==> src/rtl/tmr_pkg.sv <==
// Shared types and constants for the TMR fault monitor and its classifier.
package tmr_pkg;

    // Width of the triplicated register being observed.
    localparam int TMR_WIDTH = 32;

    // Event code: 0 means all three replicas disagree, otherwise the faulty replica index.
    typedef enum logic [1:0] {
        FC_UNCORR = 2'd0,
        FC_R1     = 2'd1,
        FC_R2     = 2'd2,
        FC_R3     = 2'd3
    } fault_code_t;

    // Event holding register state: empty, or holding an unacknowledged event.
    typedef enum logic {
        IDLE = 1'b0,
        HOLD = 1'b1
    } mon_state_t;

endpackage

==> src/rtl/tmr_classifier.sv <==
// Purely combinational majority voter and disagreement classifier for three replicas.
module tmr_classifier
    import tmr_pkg::*;
#(
    parameter int width = TMR_WIDTH
) (
    input  logic [width-1:0] q1_i,
    input  logic [width-1:0] q2_i,
    input  logic [width-1:0] q3_i,
    output logic [width-1:0] voted_o,
    output logic             faultDetected_o,
    output fault_code_t      faultCode_o
);

    logic eq12;
    logic eq13;
    logic eq23;

    assign voted_o = (q1_i & q2_i) | (q1_i & q3_i) | (q2_i & q3_i);
    assign eq12    = (q1_i == q2_i);
    assign eq13    = (q1_i == q3_i);
    assign eq23    = (q2_i == q3_i);

    // The odd replica out is the one absent from the single agreeing pair; no pair at all is uncorrectable.
    always_comb begin
        faultDetected_o = 1'b1;
        faultCode_o     = FC_UNCORR;
        if (eq12 && eq13) begin
            faultDetected_o = 1'b0;
        end else if (eq12) begin
            faultCode_o = FC_R3;
        end else if (eq13) begin
            faultCode_o = FC_R2;
        end else if (eq23) begin
            faultCode_o = FC_R1;
        end
    end

endmodule

==> src/rtl/tmr_fault_monitor.sv <==
// Observation end of a triplicated register: votes, classifies faults, counts them
// and reports each fault event through a one-entry valid/ready holding register.
module tmr_fault_monitor
    import tmr_pkg::*;
#(
    parameter int width     = TMR_WIDTH,
    parameter int cnt_width = 8
) (
    input  logic                 clk,
    input  logic                 rst,
    input  logic [width-1:0]     q_1,
    input  logic [width-1:0]     q_2,
    input  logic [width-1:0]     q_3,
    input  logic                 sample_en,
    input  logic                 clr_counts,
    output logic [width-1:0]     voted_q,
    output logic                 evt_valid,
    input  logic                 evt_ready,
    output logic [1:0]           evt_code,
    output logic [width-1:0]     evt_value,
    output logic [cnt_width-1:0] err_cnt_1,
    output logic [cnt_width-1:0] err_cnt_2,
    output logic [cnt_width-1:0] err_cnt_3,
    output logic [cnt_width-1:0] drop_cnt,
    output logic                 uncorrectable
);

    localparam logic [cnt_width-1:0] CntMax = '1;
    localparam logic [cnt_width-1:0] CntOne = 1;

    logic        faultDetected;
    fault_code_t faultCode;
    logic        sampledFault;

    mon_state_t       state_q;
    logic             evtValid_q;
    fault_code_t      evtCode_q;
    logic [width-1:0] evtValue_q;

    logic [cnt_width-1:0] errCnt1_q, errCnt1_d;
    logic [cnt_width-1:0] errCnt2_q, errCnt2_d;
    logic [cnt_width-1:0] errCnt3_q, errCnt3_d;
    logic [cnt_width-1:0] dropCnt_q, dropCnt_d;
    logic                 uncorr_q,  uncorr_d;

    tmr_classifier #(
        .width(width)
    ) uClassifier (
        .q1_i            (q_1),
        .q2_i            (q_2),
        .q3_i            (q_3),
        .voted_o         (voted_q),
        .faultDetected_o (faultDetected),
        .faultCode_o     (faultCode)
    );

    assign sampledFault = sample_en && faultDetected;

    // Next counter values: saturating increments per fault class, with a clear request overriding everything.
    always_comb begin
        errCnt1_d = errCnt1_q;
        errCnt2_d = errCnt2_q;
        errCnt3_d = errCnt3_q;
        dropCnt_d = dropCnt_q;
        uncorr_d  = uncorr_q;
        if (sampledFault) begin
            case (faultCode)
                FC_R1:     if (errCnt1_q != CntMax) errCnt1_d = errCnt1_q + CntOne;
                FC_R2:     if (errCnt2_q != CntMax) errCnt2_d = errCnt2_q + CntOne;
                FC_R3:     if (errCnt3_q != CntMax) errCnt3_d = errCnt3_q + CntOne;
                default:   uncorr_d = 1'b1;
            endcase
            if (state_q == HOLD && !evt_ready && dropCnt_q != CntMax) begin
                dropCnt_d = dropCnt_q + CntOne;
            end
        end
        if (clr_counts) begin
            errCnt1_d = '0;
            errCnt2_d = '0;
            errCnt3_d = '0;
            dropCnt_d = '0;
            uncorr_d  = 1'b0;
        end
    end

    // Counter and sticky-flag registers.
    always_ff @(posedge clk or posedge rst) begin
        if (rst) begin
            errCnt1_q <= '0;
            errCnt2_q <= '0;
            errCnt3_q <= '0;
            dropCnt_q <= '0;
            uncorr_q  <= 1'b0;
        end else begin
            errCnt1_q <= errCnt1_d;
            errCnt2_q <= errCnt2_d;
            errCnt3_q <= errCnt3_d;
            dropCnt_q <= dropCnt_d;
            uncorr_q  <= uncorr_d;
        end
    end

    // Event holding FSM: a handshake with a coincident new fault reloads in place so back-to-back events are kept.
    always_ff @(posedge clk or posedge rst) begin
        if (rst) begin
            state_q    <= IDLE;
            evtValid_q <= 1'b0;
            evtCode_q  <= FC_UNCORR;
            evtValue_q <= '0;
        end else begin
            case (state_q)
                IDLE: begin
                    if (sampledFault) begin
                        state_q    <= HOLD;
                        evtValid_q <= 1'b1;
                        evtCode_q  <= faultCode;
                        evtValue_q <= voted_q;
                    end
                end
                HOLD: begin
                    if (evt_ready) begin
                        if (sampledFault) begin
                            evtCode_q  <= faultCode;
                            evtValue_q <= voted_q;
                        end else begin
                            state_q    <= IDLE;
                            evtValid_q <= 1'b0;
                        end
                    end
                end
                default: begin
                    state_q    <= IDLE;
                    evtValid_q <= 1'b0;
                end
            endcase
        end
    end

    assign evt_valid     = evtValid_q;
    assign evt_code      = evtCode_q;
    assign evt_value     = evtValue_q;
    assign err_cnt_1     = errCnt1_q;
    assign err_cnt_2     = errCnt2_q;
    assign err_cnt_3     = errCnt3_q;
    assign drop_cnt      = dropCnt_q;
    assign uncorrectable = uncorr_q;

endmodule

==> config.mk <==
export PLATFORM = sky130hd
export DESIGN_NAME = tmr_fault_monitor
export DESIGN_NICKNAME = d
export VERILOG_FILES = /design/src/rtl/tmr_pkg.sv /design/src/rtl/tmr_classifier.sv /design/src/rtl/tmr_fault_monitor.sv
export SDC_FILE = /design/constraint.sdc
export NUM_CORES = 1
export LEC_CHECK = 0
export CORE_ASPECT_RATIO = 0.8
export CORE_UTILIZATION = 45
export CTS_BUF_LIST = sky130_fd_sc_hd__clkbuf_4
export DETAILED_ROUTE_END_ITERATION = 12
export GPL_TIMING_DRIVEN = 0
export HOLD_SLACK_MARGIN = 0.03
export PLACE_DENSITY = 0.92
export SLEW_MARGIN = 40
export SYNTH_ARGS = -nofsm -noshare
export SYNTH_HDL_FRONTEND = slang
export SYNTH_HIERARCHICAL = 1
export SYNTH_SLANG_ARGS = --single-unit
==> constraint.sdc <==
create_clock -name clk -period 6.2 [get_ports clk]
set_clock_uncertainty 0.1 [all_clocks]
set_input_delay 0.93 -clock clk [delete_from_list [all_inputs] [get_ports clk]]
set_output_delay 0.93 -clock clk [all_outputs]
set_load 0.005 [all_outputs]
==> flow_metrics.env, run 1 <==
export IMPL_cts_sinks=69
export IMPL_die_x_um=117
export IMPL_ff2ff_setup_slack_ns=4.25
export IMPL_post_route_util=0.689
export IMPL_cap_violations=0
export IMPL_grt_pass1_wl_um=21800
export IMPL_path_clk_slew_ns=0.12
export IMPL_r2r_start="err_cnt_2[0]"
export IMPL_status="finished, final reports clean"
export IMPL_yosysTopAreaCellShare=0.365
export IMPL_die_height_um=93.7
export IMPL_cp_endpoint="err_cnt_1[5]"
export IMPL_fmax_ghz=0.268
export IMPL_clock_latency_ns=0.41
export IMPL_r2r_end="err_cnt_2[5]"
export IMPL_routabilityCongestion=0.840
export IMPL_design_area_mm2=0.00706
export IMPL_setup_tns_ns=0
export IMPL_hold_violations=0
export IMPL_drt_wl_total_um=13900
export IMPL_cellPowerDensity_mw_per_mm2=165
export IMPL_synth_edf_count=0
export IMPL_arrival_ns=3.96
export IMPL_antenna_found_initial=0
export IMPL_fin_ws_ns=2.47
export IMPL_drt_pre_antenna_iters=4
export IMPL_cp_required_ns=6.43
export IMPL_drive_above_1_share=0.0949
export IMPL_fin_crit_sh=0.601
export IMPL_slowest_stage="clkdlybuf4s50_1"
export IMPL_cp_startpoint="q_1[24]"
export IMPL_drt_iter0_drc=139
export IMPL_ys_seq_elements=69
export IMPL_coreArea_mm2=0.0102
export IMPL_cp_num_buf_inv=2
export IMPL_drc=0
export IMPL_via_count=4391
export IMPL_ant_nets=0
export IMPL_post_cts_buffers=0
export IMPL_clk_path_buf_depth=2
export IMPL_netlist_area_mm2=0.00473
export IMPL_grt_usage=0.262
export IMPL_crit_type="input port to flop"
export IMPL_relSlewSlack=0.538
export IMPL_synth_top_area_cell="dfrtp_1"
export IMPL_yosysMostFrequentCell="ha_1"
export IMPL_synth_fp_nets=629
export IMPL_yosysUniqueCellTypes=39
export IMPL_port_buffers=199
export IMPL_syn_area_per_cell_um2=11.1
export IMPL_worst_path_max_fanout=7
export IMPL_reg2reg_depth=5
export IMPL_synthCells=427
export IMPL_ir_drop_mv=0.123
export IMPL_grt_pass1_vias=4554
export IMPL_numCtsBuffers=9
export IMPL_setup_viol=0
export IMPL_dp_slack_ns=2.01
export IMPL_holdPathStages=1
export IMPL_diodes=0
export IMPL_ys_warn_count=6
export IMPL_synthArstFlopShare=1.00
export IMPL_period_minus_slack_ns=3.73
export IMPL_wl_per_cell_um=17.8
export IMPL_synth_common_cells="ha_1 (101), dfrtp_1 (69), or3_1 (38)"
export IMPL_place_area_mm2=0.00692
export IMPL_slew_violations=0
export IMPL_syn_to_final_growth_pct=49.2
export IMPL_final_nets=840
export IMPL_start_util=0.462
export IMPL_num_io_pins=201
export IMPL_crit_chain="clkdlybuf4s50_1, ha_1, nor4_1, nand4_1, nor2_2, ha_1, and4b_1, buf_2, o211ai_1, or3_1, a21oi_1"
export IMPL_crit_path_max_incr_delay_ns=0.45
export IMPL_crit_cells=11
export IMPL_hpwlAfterDp_um=11600
export IMPL_totalPowerFinal_mw=1.16
export IMPL_cts_tree="yes"
export IMPL_hp_class="flop to flop"
export IMPL_grt_max_degree=41
export IMPL_htree_levels=3
export IMPL_root_buffer="clkbuf_4"
export IMPL_cp_start_kind="input port"
export IMPL_grt_ovfl_total=0
export IMPL_ys_flop_type="dfrtp_1"
export IMPL_cp_top_family="simple AND/OR/NAND/NOR gates"
export IMPL_viasPerCell=5.61
export IMPL_rsz0062_at_grt="false"
export IMPL_cts_resized=0
export IMPL_rows=33
export IMPL_leakagePower_nw=3.06
export IMPL_tightest_slew_ns=0.675
export IMPL_crit_path_frequent_cell="ha_1"
export IMPL_synth_area_top_cells="dfrtp_1 (36%), ha_1 (27%), mux2_2 (8.1%), or3_1 (5.0%), nor4_1 (3.0%)"
export IMPL_cts_hold_buffers_added=0
export IMPL_seq_area_frac_synth=0.365
export IMPL_fillCellCount=769
export IMPL_dieArea_mm2=0.0109
export IMPL_worstSetupEndpointType="flop"
layer usage:
layer / global-route usage / vias up / routed length (µm)
li1: - / 2068 / -
met2: 0.483 / 172 / 7130
met5: 0 / - / 0
met4: 0.110 / 0 / 452
met3: 0.0658 / 37 / 1000
met1: 0.283 / 2114 / 5350
sequential cells by signal, summed over array words and instances (netlist names):
| name | cells |
|---|---|
| evt_code | 2 |
| uncorrectable | 1 |
| evt_value | 32 |
| evt_valid | 1 |
| err_cnt_1 | 8 |
| err_cnt_3 | 8 |
| drop_cnt | 8 |
| err_cnt_2 | 8 |
| state_q | 1 |
cells in the final DEF (no fill, tap or decap), drive strengths merged, types with 13 or more instances in the layout:
cell type	netlist	final
nor2	24	24
ha	101	101
dfrtp	69	69
nand4	14	14
nand2	14	14
or3	38	38
clkbuf	4	13
clkdlybuf4s50	0	199
nor4	24	24
mux2	34	34
a21oi	17	17
worst register-to-register path, stage by stage, from the launching register on:
cell	delay (ns)
dfrtp_1	0.44
ha_1	0.24
and3_1	0.21
a21o_4	0.25
or4_1	0.47
a21oi_1	0.16
layout make-up:
| cell class | instances | area (µm²) | area share |
|---|---|---|---|
| Multi-Input combinational cell | 339 | 2920 | 0.414 |
| Timing Repair Buffer | 200 | 2010 | 0.285 |
| Sequential cell | 69 | 1730 | 0.245 |
| Tap cell | 140 | 175 | 0.0248 |
| Clock buffer | 9 | 67.6 | 0.00957 |
| Clock inverter | 7 | 66.3 | 0.00940 |
| Buffer | 10 | 47.5 | 0.00674 |
| Inverter | 9 | 38.8 | 0.00550 |
cell families after synthesis:
| family | after synthesis | share of synthesized area |
|---|---|---|
| flops | 69 | 0.365 |
| xor+xnor | 13 | 0.0241 |
| buf+inv | 19 | 0.0172 |
| fa+ha+maj | 101 | 0.267 |
| simple gates | 143 | 0.177 |
| mux | 40 | 0.0936 |
| compound gates | 42 | 0.0561 |
stage by stage:
| step | hold WS (ns) | instances |
|---|---|---|
| after floorplan | 0.374 | 427 |
| after global placement | 0.388 | 766 |
| after detailed placement | 0.395 | 767 |
| after CTS | 0.421 | 783 |
| after global routing | 0.437 | 783 |
| final | 0.418 | 783 |
power breakdown:
group | internal, mW | switching (mW)
Sequential | 0.490 | 0.0224
Clock | 0.120 | 0.169
Combinational | 0.228 | 0.134
how the worst min path moves through the flow:
| stage | startpoint | endpoint | slack [ns] |
|---|---|---|---|
| after floorplan | state_q | evt_valid | 0.37 |
| after global placement | evt_value[14] | evt_value[14] | 0.39 |
| after detailed placement | evt_value[27] | evt_value[27] | 0.40 |
| after CTS | evt_value[18] | evt_value[18] | 0.42 |
| after global routing | evt_value[3] | evt_value[3] | 0.44 |
| final | evt_value[3] | evt_value[3] | 0.42 |
No activity file was read; power rests on OpenSTA's default activity.
==> inputs of run 2 (changes only) <==
Settings changed: CORE_UTILIZATION 45 to 44, PLACE_DENSITY 0.92 to 0.91.
Clock period 6.2 ns to 3.85 ns, I/O delays scaled along.
==> run 2 against run 1 <==
Compared with the run above:
- first-iteration DRC count up 53%
- total power grew 73%
- clock-buffer cell count is the same
- core utilization fell by 0.27 points
- die area grew 2.2%
- largest cell class unchanged
==> flow_metrics.env, run 2 (same netlist as run 1, synthesis figures left out) <==
export IMPL_ff2ff_setup_slack_ns=1.92
export IMPL_clk_path_buf_depth=2
export IMPL_num_io_pins=201
export IMPL_antenna_found_initial=0
export IMPL_layout_commonest_cell="clkdlybuf4s50_1"
export IMPL_final_cell_mix="clkdlybuf4s50_1 (199), ha_1 (101), dfrtp_1 (69)"
export IMPL_root_buffer="clkbuf_4"
export IMPL_die_x_um=118
export IMPL_numCtsBuffers=9
export IMPL_fin_ws_ns=0.495
export IMPL_path_clk_slew_ns=0.13
export IMPL_diodes=0
export IMPL_period_minus_slack_ns=3.36
export IMPL_cts_resized=0
export IMPL_clock_latency_ns=0.41
export IMPL_rows=33
export IMPL_routed_wl_met3_um=935
export IMPL_post_cts_buffers=0
export IMPL_worst_path_max_fanout=7
export IMPL_highest_layer="met4"
export IMPL_grt_pass1_vias=4490
export IMPL_crit_type="input port to flop"
export IMPL_cts_hold_buffers_added=0
export IMPL_design_area_mm2=0.00711
export IMPL_routabilityCongestion=0.870
export IMPL_dieArea_mm2=0.0112
export IMPL_setup_viol=0
export IMPL_wl_per_cell_um=17.3
export IMPL_hp_class="input port to flop"
export IMPL_hpwlAfterDp_um=11300
export IMPL_drc=0
export IMPL_grt_usage=0.249
export IMPL_drt_pre_antenna_iters=5
export IMPL_fillCellCount=765
export IMPL_coreArea_mm2=0.0104
export IMPL_grt_max_degree=36
export IMPL_fmax_ghz=0.298
export IMPL_port_buffers=199
export IMPL_cp_required_ns=4.09
export IMPL_drt_iter0_drc=212
export IMPL_start_util=0.456
export IMPL_wl_met2_um=6920
export IMPL_hold_violations=0
export IMPL_fin_crit_sh=0.872
export IMPL_viasPerCell=5.57
export IMPL_grt_pass1_wl_um=21800
export IMPL_final_nets=840
export IMPL_fin_hold_ws_ns=0.389
export IMPL_cts_tree="yes"
export IMPL_place_area_mm2=0.00692
export IMPL_rsz0062_at_grt="false"
export IMPL_drive_above_1_share=0.0980
export IMPL_cellPowerDensity_mw_per_mm2=283
export IMPL_tightest_slew_ns=0.480
export IMPL_arrival_ns=3.60
export IMPL_post_route_util=0.686
export IMPL_via_count=4360
export IMPL_ir_drop_mv=0.162
export IMPL_largest_reg_flops=32
export IMPL_relSlewSlack=0.672
export IMPL_cp_start_kind="input port"
export IMPL_grt_ovfl_total=0
export IMPL_reg2reg_depth=5
export IMPL_cts_sinks=69
export IMPL_die_height_um=94.7
export IMPL_cap_violations=0
export IMPL_syn_to_final_growth_pct=50.4
export IMPL_met1_length_um=5540
export IMPL_ant_nets=0
export IMPL_status="finished, final reports clean"
export IMPL_setup_tns_ns=0
export IMPL_drt_wl_total_um=13600
export IMPL_htree_levels=3
export IMPL_slew_violations=0
export IMPL_leakagePower_nw=3.09
export IMPL_holdPathStages=2
export IMPL_worstSetupEndpointType="flop"
export IMPL_dp_slack_ns=0.0747
run 2: changes by cell type in the layout (fill, tap and decap cells not counted):
cell,delta
bufinv_16,+2
clkinv_1,-2
clkinv_2,-1
clkinv_4,+2
clkinvlp_4,-1
run 2: layout make-up:
type | instances | area (µm²) | share of cell area
timing repair buffer | 200 | 2010 | 0.283
clock inverter | 7 | 124 | 0.0174
tap | 140 | 175 | 0.0246
buffer | 10 | 47.5 | 0.00668
multi-input combinational | 339 | 2920 | 0.411
inverter | 9 | 38.8 | 0.00545
sequential | 69 | 1730 | 0.243
clock buffer | 9 | 67.6 | 0.00950
run 2: worst max-delay path, stage by stage:
cell	delay (ns)
clkdlybuf4s50_1	0.44
ha_1	0.31
nor4_1	0.42
nand4_1	0.27
nor2_1	0.17
ha_1	0.31
and4b_1	0.28
buf_2	0.17
o211ai_1	0.17
or3_1	0.34
a21oi_1	0.15
run 2: metrics by stage:
step                cells  total power, mW
finish                783             2.02
global route          783             2.13
CTS                   783             2.04
detailed placement    767             1.42
global placement      766             1.39
floorplan             427             1.03
run 2: worst paths after layout:
path,startpoint,end
max in group asynchronous,rst,err_cnt_3[5]
worst min register to register,state_q,evt_valid
min in group asynchronous,rst,evt_value[4]
worst max register to register,err_cnt_2[0],err_cnt_2[5]
worst min-delay path,clr_counts,err_cnt_1[2]
worst max-delay path,q_1[16],err_cnt_1[5]
run 2: layer usage:
| metal | track usage | vias up |
|---|---|---|
| li1 | - | 2068 |
| met1 | 0.278 | 2093 |
| met2 | 0.468 | 183 |
| met3 | 0.0694 | 16 |
| met4 | 0.0705 | 0 |
| met5 | 0 | - |
run 2: report_power, final:
group / total, mW / internal (mW) / leakage, nW / switching, mW
combinational: 0.576 / 0.366 / 2.12 / 0.211
clock: 0.615 / 0.332 / 0.0963 / 0.284
sequential: 0.824 / 0.789 / 0.872 / 0.0345
total: 2.02 / 1.49 / 3.09 / 0.529
